[src/rtl/serial_addsub_seq_if.sv]
// Operand/result handshake plus the nibble-wide link to the external 4-bit adder.
interface serial_addsub_seq_if #(
    parameter int unsigned NIBBLES = 4
);
    localparam int unsigned W = 4 * NIBBLES;

    logic         start;
    logic         op_sub;
    logic [W-1:0] a;
    logic [W-1:0] b;
    logic         abort;
    logic         ready;
    logic         busy;
    logic         done;
    logic [W-1:0] result;
    logic         cout;
    logic         ovf;
    logic [3:0]   nib_a;
    logic [3:0]   nib_b;
    logic         nib_cin;
    logic [3:0]   nib_sum;
    logic         nib_cout;
    logic         nib_c3;

    modport slave (
        input  start, op_sub, a, b, abort, nib_sum, nib_cout, nib_c3,
        output ready, busy, done, result, cout, ovf, nib_a, nib_b, nib_cin
    );

    modport master (
        output start, op_sub, a, b, abort, nib_sum, nib_cout, nib_c3,
        input  ready, busy, done, result, cout, ovf, nib_a, nib_b, nib_cin
    );
endinterface

[src/rtl/serial_addsub_seq.sv]
// Nibble-serial adder/subtractor: walks the operands LSB nibble first through an
// external 4-bit adder, one slice per cycle, then publishes result/cout/ovf.
module serial_addsub_seq #(
    parameter int unsigned NIBBLES = 4
) (
    input logic                clk,
    input logic                rst_n,
    serial_addsub_seq_if.slave bus
);
    localparam int unsigned W    = 4 * NIBBLES;
    localparam int unsigned IdxW = (NIBBLES > 1) ? $clog2(NIBBLES) : 1;
    localparam logic [IdxW-1:0] IdxLast = IdxW'(NIBBLES - 1);

    typedef enum logic [1:0] {StIdle, StRun, StDone} state_e;

    state_e          state_q, state_d;
    logic [IdxW-1:0] idx_q, idx_d;
    logic            carry_q, carry_d;
    logic            op_q, op_d;
    logic [W-1:0]    a_q, a_d;
    logic [W-1:0]    b_q, b_d;
    logic [W-1:0]    work_q, work_d;
    logic [W-1:0]    result_q, result_d;
    logic            cout_q, cout_d;
    logic            ovf_q, ovf_d;
    logic [3:0]      nib_a_sel, nib_b_sel;

    always_ff @(posedge clk or negedge rst_n) begin
        if (!rst_n) begin
            state_q  <= StIdle;
            idx_q    <= '0;
            carry_q  <= 1'b0;
            op_q     <= 1'b0;
            a_q      <= '0;
            b_q      <= '0;
            work_q   <= '0;
            result_q <= '0;
            cout_q   <= 1'b0;
            ovf_q    <= 1'b0;
        end else begin
            state_q  <= state_d;
            idx_q    <= idx_d;
            carry_q  <= carry_d;
            op_q     <= op_d;
            a_q      <= a_d;
            b_q      <= b_d;
            work_q   <= work_d;
            result_q <= result_d;
            cout_q   <= cout_d;
            ovf_q    <= ovf_d;
        end
    end

    always_comb begin
        state_d   = state_q;
        idx_d     = idx_q;
        carry_d   = carry_q;
        op_d      = op_q;
        a_d       = a_q;
        b_d       = b_q;
        work_d    = work_q;
        result_d  = result_q;
        cout_d    = cout_q;
        ovf_d     = ovf_q;
        nib_a_sel = '0;
        nib_b_sel = '0;
        for (int unsigned i = 0; i < NIBBLES; i++) begin
            if (idx_q == IdxW'(i)) begin
                nib_a_sel = a_q[4*i +: 4];
                nib_b_sel = b_q[4*i +: 4] ^ {4{op_q}};
            end
        end

        unique case (state_q)
            StIdle: begin
                if (bus.start) begin
                    a_d     = bus.a;
                    b_d     = bus.b;
                    op_d    = bus.op_sub;
                    idx_d   = '0;
                    carry_d = bus.op_sub;
                    state_d = StRun;
                end
            end
            StRun: begin
                if (bus.abort) begin
                    idx_d   = '0;
                    state_d = StIdle;
                end else begin
                    for (int unsigned i = 0; i < NIBBLES; i++) begin
                        if (idx_q == IdxW'(i)) work_d[4*i +: 4] = bus.nib_sum;
                    end
                    carry_d = bus.nib_cout;
                    if (idx_q == IdxLast) begin
                        idx_d    = '0;
                        result_d = work_d;
                        cout_d   = bus.nib_cout;
                        ovf_d    = bus.nib_cout ^ bus.nib_c3;
                        state_d  = StDone;
                    end else begin
                        idx_d = idx_q + IdxW'(1);
                    end
                end
            end
            StDone:  state_d = StIdle;
            default: state_d = StIdle;
        endcase
    end

    assign bus.ready   = (state_q == StIdle);
    assign bus.busy    = (state_q == StRun);
    assign bus.done    = (state_q == StDone);
    assign bus.result  = result_q;
    assign bus.cout    = cout_q;
    assign bus.ovf     = ovf_q;
    // Adder inputs are forced quiet whenever no slice is being processed.
    assign bus.nib_a   = (state_q == StRun) ? nib_a_sel : 4'h0;
    assign bus.nib_b   = (state_q == StRun) ? nib_b_sel : 4'h0;
    assign bus.nib_cin = (state_q == StRun) ? carry_q : 1'b0;
endmodule
[src/flat_wrapper.sv]
// flat-port wrapper written by rule: the top's interface ports become plain ports
module serial_addsub_seq_flat 
#(
    parameter int unsigned NIBBLES = 4
)
  (clk, rst_n, bus_start, bus_op_sub, bus_a, bus_b, bus_abort, bus_nib_sum, bus_nib_cout, bus_nib_c3, bus_ready, bus_busy, bus_done, bus_result, bus_cout, bus_ovf, bus_nib_a, bus_nib_b, bus_nib_cin);
  serial_addsub_seq_if #(.NIBBLES(NIBBLES)) bus_i ();
  input logic clk;
  input logic rst_n;
  input wire logic [$bits(bus_i.start)-1:0] bus_start;
  input wire logic [$bits(bus_i.op_sub)-1:0] bus_op_sub;
  input wire logic [$bits(bus_i.a)-1:0] bus_a;
  input wire logic [$bits(bus_i.b)-1:0] bus_b;
  input wire logic [$bits(bus_i.abort)-1:0] bus_abort;
  input wire logic [$bits(bus_i.nib_sum)-1:0] bus_nib_sum;
  input wire logic [$bits(bus_i.nib_cout)-1:0] bus_nib_cout;
  input wire logic [$bits(bus_i.nib_c3)-1:0] bus_nib_c3;
  output wire logic [$bits(bus_i.ready)-1:0] bus_ready;
  output wire logic [$bits(bus_i.busy)-1:0] bus_busy;
  output wire logic [$bits(bus_i.done)-1:0] bus_done;
  output wire logic [$bits(bus_i.result)-1:0] bus_result;
  output wire logic [$bits(bus_i.cout)-1:0] bus_cout;
  output wire logic [$bits(bus_i.ovf)-1:0] bus_ovf;
  output wire logic [$bits(bus_i.nib_a)-1:0] bus_nib_a;
  output wire logic [$bits(bus_i.nib_b)-1:0] bus_nib_b;
  output wire logic [$bits(bus_i.nib_cin)-1:0] bus_nib_cin;
  assign bus_i.start = bus_start;
  assign bus_i.op_sub = bus_op_sub;
  assign bus_i.a = bus_a;
  assign bus_i.b = bus_b;
  assign bus_i.abort = bus_abort;
  assign bus_i.nib_sum = bus_nib_sum;
  assign bus_i.nib_cout = bus_nib_cout;
  assign bus_i.nib_c3 = bus_nib_c3;
  assign bus_ready = bus_i.ready;
  assign bus_busy = bus_i.busy;
  assign bus_done = bus_i.done;
  assign bus_result = bus_i.result;
  assign bus_cout = bus_i.cout;
  assign bus_ovf = bus_i.ovf;
  assign bus_nib_a = bus_i.nib_a;
  assign bus_nib_b = bus_i.nib_b;
  assign bus_nib_cin = bus_i.nib_cin;
  serial_addsub_seq #(.NIBBLES(NIBBLES)) u_core (.clk(clk), .rst_n(rst_n), .bus(bus_i));
endmodule
[config.mk]
export PLATFORM = sky130hd
export DESIGN_NAME = serial_addsub_seq_flat
export DESIGN_NICKNAME = d
export VERILOG_FILES = /design/src/rtl/serial_addsub_seq_if.sv /design/src/rtl/serial_addsub_seq.sv /design/src/flat_wrapper.sv
export SDC_FILE = /design/constraint.sdc
export NUM_CORES = 1
export LEC_CHECK = 0
export CORE_AREA = 2 2 116 118
export CTS_BUF_LIST = sky130_fd_sc_hd__clkbuf_16
export CTS_CLUSTER_DIAMETER = 100
export CTS_CLUSTER_SIZE = 40
export DETAILED_ROUTE_END_ITERATION = 16
export DIE_AREA = 0 0 118 120
export SLEW_MARGIN = 10
export SYNTH_ARGS = -nofsm -noshare
export SYNTH_HDL_FRONTEND = slang
export SYNTH_SLANG_ARGS = --single-unit
[constraint.sdc]
create_clock -name clk -period 4.95 [get_ports clk]
set_input_delay 0.7425 -clock clk [delete_from_list [all_inputs] [get_ports clk]]
set_output_delay 0.7425 -clock clk [all_outputs]
set_load 0.05 [all_outputs]
# After elaboration in Yosys (flattened, before gate mapping)
# Index checks and enable logic that the tools add are counted.
# totals
ff_bits	72
output_inout_bits	30
# classes
muxes	26
bitwise	6
n_eq_ne	8
n_reduce_logical	9
add_sub_neg	1
# op_table
cell	n
$mux 4	14
$xor 4x4->4	4
$mux 2	6
$pmux 2 s2	2
$reduce_and 2->1	4
$eq 2x2->1 const B	3
$reduce_and 3->1	2
$eq 2x1->1 const B	2
$logic_not 2->1	2
$ne 2x2->1 const B	2
$mux 1	3
$ne 3x2->1 const B	1
$add 2x1->2 const B	1
$pmux 1 s2	1
$reduce_bool 2->1	1
$not 1->1	1
$xor 1x1->1	1

# Longest topological paths before layout
# logic_depth
ltp_word	6
ltp_mapped	7

# Worst setup path after synthesis
# Ideal clock, no wire load.
# synth_timing
path_kind	register to output
start	reg u_core.state_q[1]
end	out bus_nib_b[0]
stages_incl_launch_ff	6
setup_slack_ns	1.920
required_time_ns	4.208
arrival_ns	2.288
path_cell_list	dfrtp_1 > nand2b_1 > buf_2 > inv_2 > o21ai_0 > a211oi_1
# synth_via
elab_chain_len	2
# synth_lines
item	line_no	rtl
from (decl)	serial_addsub_seq.sv:16	state_e state_q, state_d;
from (signal assigned)	serial_addsub_seq.sv:30	state_q <= StIdle;
from (signal assigned)	serial_addsub_seq.sv:41	state_q <= state_d;
$eq 2x1->1	--	
via bus_busy	flat_wrapper.sv:19	output wire logic [$bits(bus_i.busy)-1:0] bus_busy;
$mux 4	serial_addsub_seq.sv:118	assign bus.nib_b = (state_q == StRun) ? nib_b_sel : 4'h0;
to (decl)	flat_wrapper.sv:25	output wire logic [$bits(bus_i.nib_b)-1:0] bus_nib_b;
# The timed path passes the listed nets, and every way through them passes these cells.

# Final worst setup path
# layout_timing
start	reg u_core.idx_q[1]
end	out bus_nib_a[2]
# layout_via
elab_chain_len	6
word_cells_on_any_way	9
cone_classes	eq/ne: 3; mux: 5; reduce/logical: 1
# layout_lines
item	line_no	rtl
from (decl)	serial_addsub_seq.sv:17	logic [IdxW-1:0] idx_q, idx_d;
from (signal assigned)	serial_addsub_seq.sv:42	idx_q <= idx_d;
$logic_not 2->1	serial_addsub_seq.sv:68	if (idx_q == IdxW'(i)) begin
$mux 4 (3 in a row)	serial_addsub_seq.sv:68	
$mux 4 *	serial_addsub_seq.sv:68	
$mux 4 *	serial_addsub_seq.sv:117	assign bus.nib_a = (state_q == StRun) ? nib_a_sel : 4'h0;
to (decl)	flat_wrapper.sv:24	output wire logic [$bits(bus_i.nib_a)-1:0] bus_nib_a;
# Mark *: on every way between the ends. The rest lies on a longest branch, timed or not.

==> results_dict.tcl <==
set metrics [dict create \
    status "completed" \
    rsz0062_at_grt "no" \
    clock.fmax_ghz 0.268 \
    ys_seq_area_share_pct 53.3 \
    grt_max_degree 37 \
    synth_edf_count 0 \
    cts_hold_buf 0 \
    min_period_ns 3.72 \
    fp.dieH_um 120 \
    ys_top_cells_by_area "dfrtp_1 (53%), mux2_2 (10%), nand2_1 (4.5%)" \
    drtIter0Drc 98 \
    slew_viol_final 0 \
    synth_area_mm2 0.00319 \
    powerDensity_mw_per_mm2 611 \
    grt_pass1_vias 2227 \
    grt_overflow 0 \
    yosysTopAreaCell "dfrtp_1" \
    cts_tree "yes" \
    ir_drop_v 0.000249 \
    ys_seq_elements 68 \
    cts-buffers-inserted 9 \
    die_width_um 118 \
    grt_pass1_wl_um 12200 \
    synthFlopType "dfrtp_1" \
    worst_pin_slew_ns 0.828 \
    track_usage_pct 11.1 \
    rows 42 \
    place_hpwl_um 5620 \
    r2r_start "u_core.state_q[1]$_DFFE_PN0P_" \
    r2r_cells 3 \
    ff2ff_setup_slack_ns 2.83 \
    yosysTopAreaCellShare_pct 53.3 \
    synth.net_count 319 \
    cts_num_sinks 68 \
    fillers 1321 \
    fin_area_mm2 0.00436 \
    mostFrequentLayoutCell "clkdlybuf4s50_1" \
    synthCells 271 \
    drive_above_1_share_pct 16.2 \
    crit_arrival_ns 2.98 \
    path_class "flop to primary output" \
    end_kind "primary output" \
    drt-pass1-iter-count 4 \
    final_cell_mix "clkdlybuf4s50_1 (71), dfrtp_1 (68), nand2_1 (38)" \
    hp-class "input port to asynchronous set/reset pin" \
    cts_buffer_depth 2 \
    port_buffers 72 \
    maxCapViolCount 0 \
    postCtsSetupRepairBufs 0 \
    areaGrowthSynthToFinish_pct 36.8 \
    place.gp.congestion 0.782 \
    layout.nets 389 \
    dieArea_mm2 0.0142 \
    slew_headroom_pct 44.8 \
    path_clk_slew_ns 0.06 \
    vias 2233 \
    clock-root-buffer "clkbuf_16" \
    wl_um 7630 \
    yosysUniqueCellTypes 31 \
    tns_ns 0 \
    ios 73 \
    core-area_mm2 0.0130 \
    start_util_pct 24.6 \
    ys.warnings.count 0 \
    async_flop_share_pct 100 \
    crit_required_ns 4.21 \
    avgSynthCellArea_um2 11.8 \
    fin_worst_skew_ns 0.00745 \
    hold_viol_final 0 \
    fin_crit_sh_pct 75.2 \
    drc 0 \
    critical_path_peak_fanout 18 \
    reg2reg_to "u_core.a_q[14]$_DFFE_PN0P_" \
    antennaDiodeCount 0 \
    setup_viol 0 \
    start_kind "flop" \
    cts_max_level 3 \
    postRouteAntennaNets 0 \
    antenna_found_initial 0 \
    p_leak_nw 1.82 \
    cts_resized 0 \
    place_area_mm2 0.00406 \
    clkLatencyLatePin_ns 0.32 \
    viasPerCell 4.28 \
    wl_per_cell_um 14.6 \
]
## metrics by stage
step,power (mW),setup slack (ns),utilization (%),std cells,hold slack (ns)
after floorplan,1.69,1.92,-,271,0.447
after global placement,2.04,1.67,31.3,506,0.464
after detailed placement,2.05,1.57,31.3,506,0.469
after CTS,2.71,1.23,33.6,522,0.493
after global routing,2.82,1.08,33.6,522,0.506
final,2.67,1.23,33.6,522,0.487
## flip-flops by register name, indices dropped and copies added, names as in the netlist
| signal | flops |
|---|---|
| u_core.b_q | 16 |
| u_core.op_q | 1 |
| u_core.bus.cout | 1 |
| u_core.state_q | 2 |
| u_core.carry_q | 1 |
| u_core.idx_q | 2 |
| u_core.work_q | 12 |
| u_core.a_q | 16 |
| u_core.bus.ovf | 1 |
| u_core.bus.result | 16 |
## logic make-up (layout without fill, tap and decap cells)
group,after synthesis,after routing,share of synthesized area (%)
flops,68,68,53.3
simple gates,59,59,9.18
mux,53,53,18.2
compound gates,45,45,8.82
buf+inv,24,99,3.80
xor+xnor,17,17,4.67
fa+ha+maj,5,5,1.96
## area by class of cell
cell class	instances	area (um2)	area share, %
Inverter	8	30.0	0.688
Clock inverter	7	75.1	1.72
Clock buffer	9	225	5.16
Sequential cell	68	1700	39.0
Multi-Input combinational cell	179	1370	31.5
Tap cell	176	220	5.05
Timing Repair Buffer	75	738	16.9
## critical path: stages, from the launching register on
cell and delay (ns):
dfrtp_1 0.41, inv_1 0.12, ha_1 0.65, a21oi_1 0.18
a221o_1 0.35, a21oi_1 0.13, clkdlybuf4s50_1 0.82
## routing by layer
layer	vias up	share of wire [%]	GRT usage, %
li1	1085	-	-
met1	1095	49	15.0
met2	46	46	17.3
met4	0	0.79	3.16
met5	-	0	0
met3	7	4.4	3.14
## worst max-delay path by stage
stage / slack, ns / to / startpoint / cells past startpoint
final: 1.23 / bus_nib_a[2] / u_core.idx_q[1]$_DFFE_PN0P_ / 6
after global routing: 1.08 / bus_nib_a[3] / u_core.idx_q[1]$_DFFE_PN0P_ / 6
after CTS: 1.23 / bus_nib_a[1] / u_core.idx_q[1]$_DFFE_PN0P_ / 6
after detailed placement: 1.57 / bus_nib_a[1] / u_core.idx_q[1]$_DFFE_PN0P_ / 6
after global placement: 1.67 / bus_nib_a[2] / u_core.idx_q[1]$_DFFE_PN0P_ / 6
after floorplan: 1.92 / bus_nib_b[0] / u_core.state_q[1]$_DFFE_PN0P_ / 5
## where the power goes
part	total (mW)	internal [mW]	switching (mW)
clock	0.635	0.392	0.243
sequential	0.881	0.751	0.130
combinational	1.15	0.478	0.672
total	2.67	1.62	1.04
## synth_stat cells (2+ instances only)
cell type,number
nor2b_1,2
nand2_1,38
ha_1,5
buf_2,10
nor2_1,2
buf_6,2
nor3_1,2
nand2b_1,3
nor3b_2,2
xor2_1,12
mux2_2,29
clkbuf_1,3
a221o_1,4
nand3b_1,4
and2_2,3
mux2_1,12
a221oi_1,4
dfrtp_1,68
mux2i_1,12
a211oi_1,5
inv_1,7
a21oi_1,8
xnor2_1,5
o21ai_0,22
No activity file was read; power rests on OpenSTA's default activity.
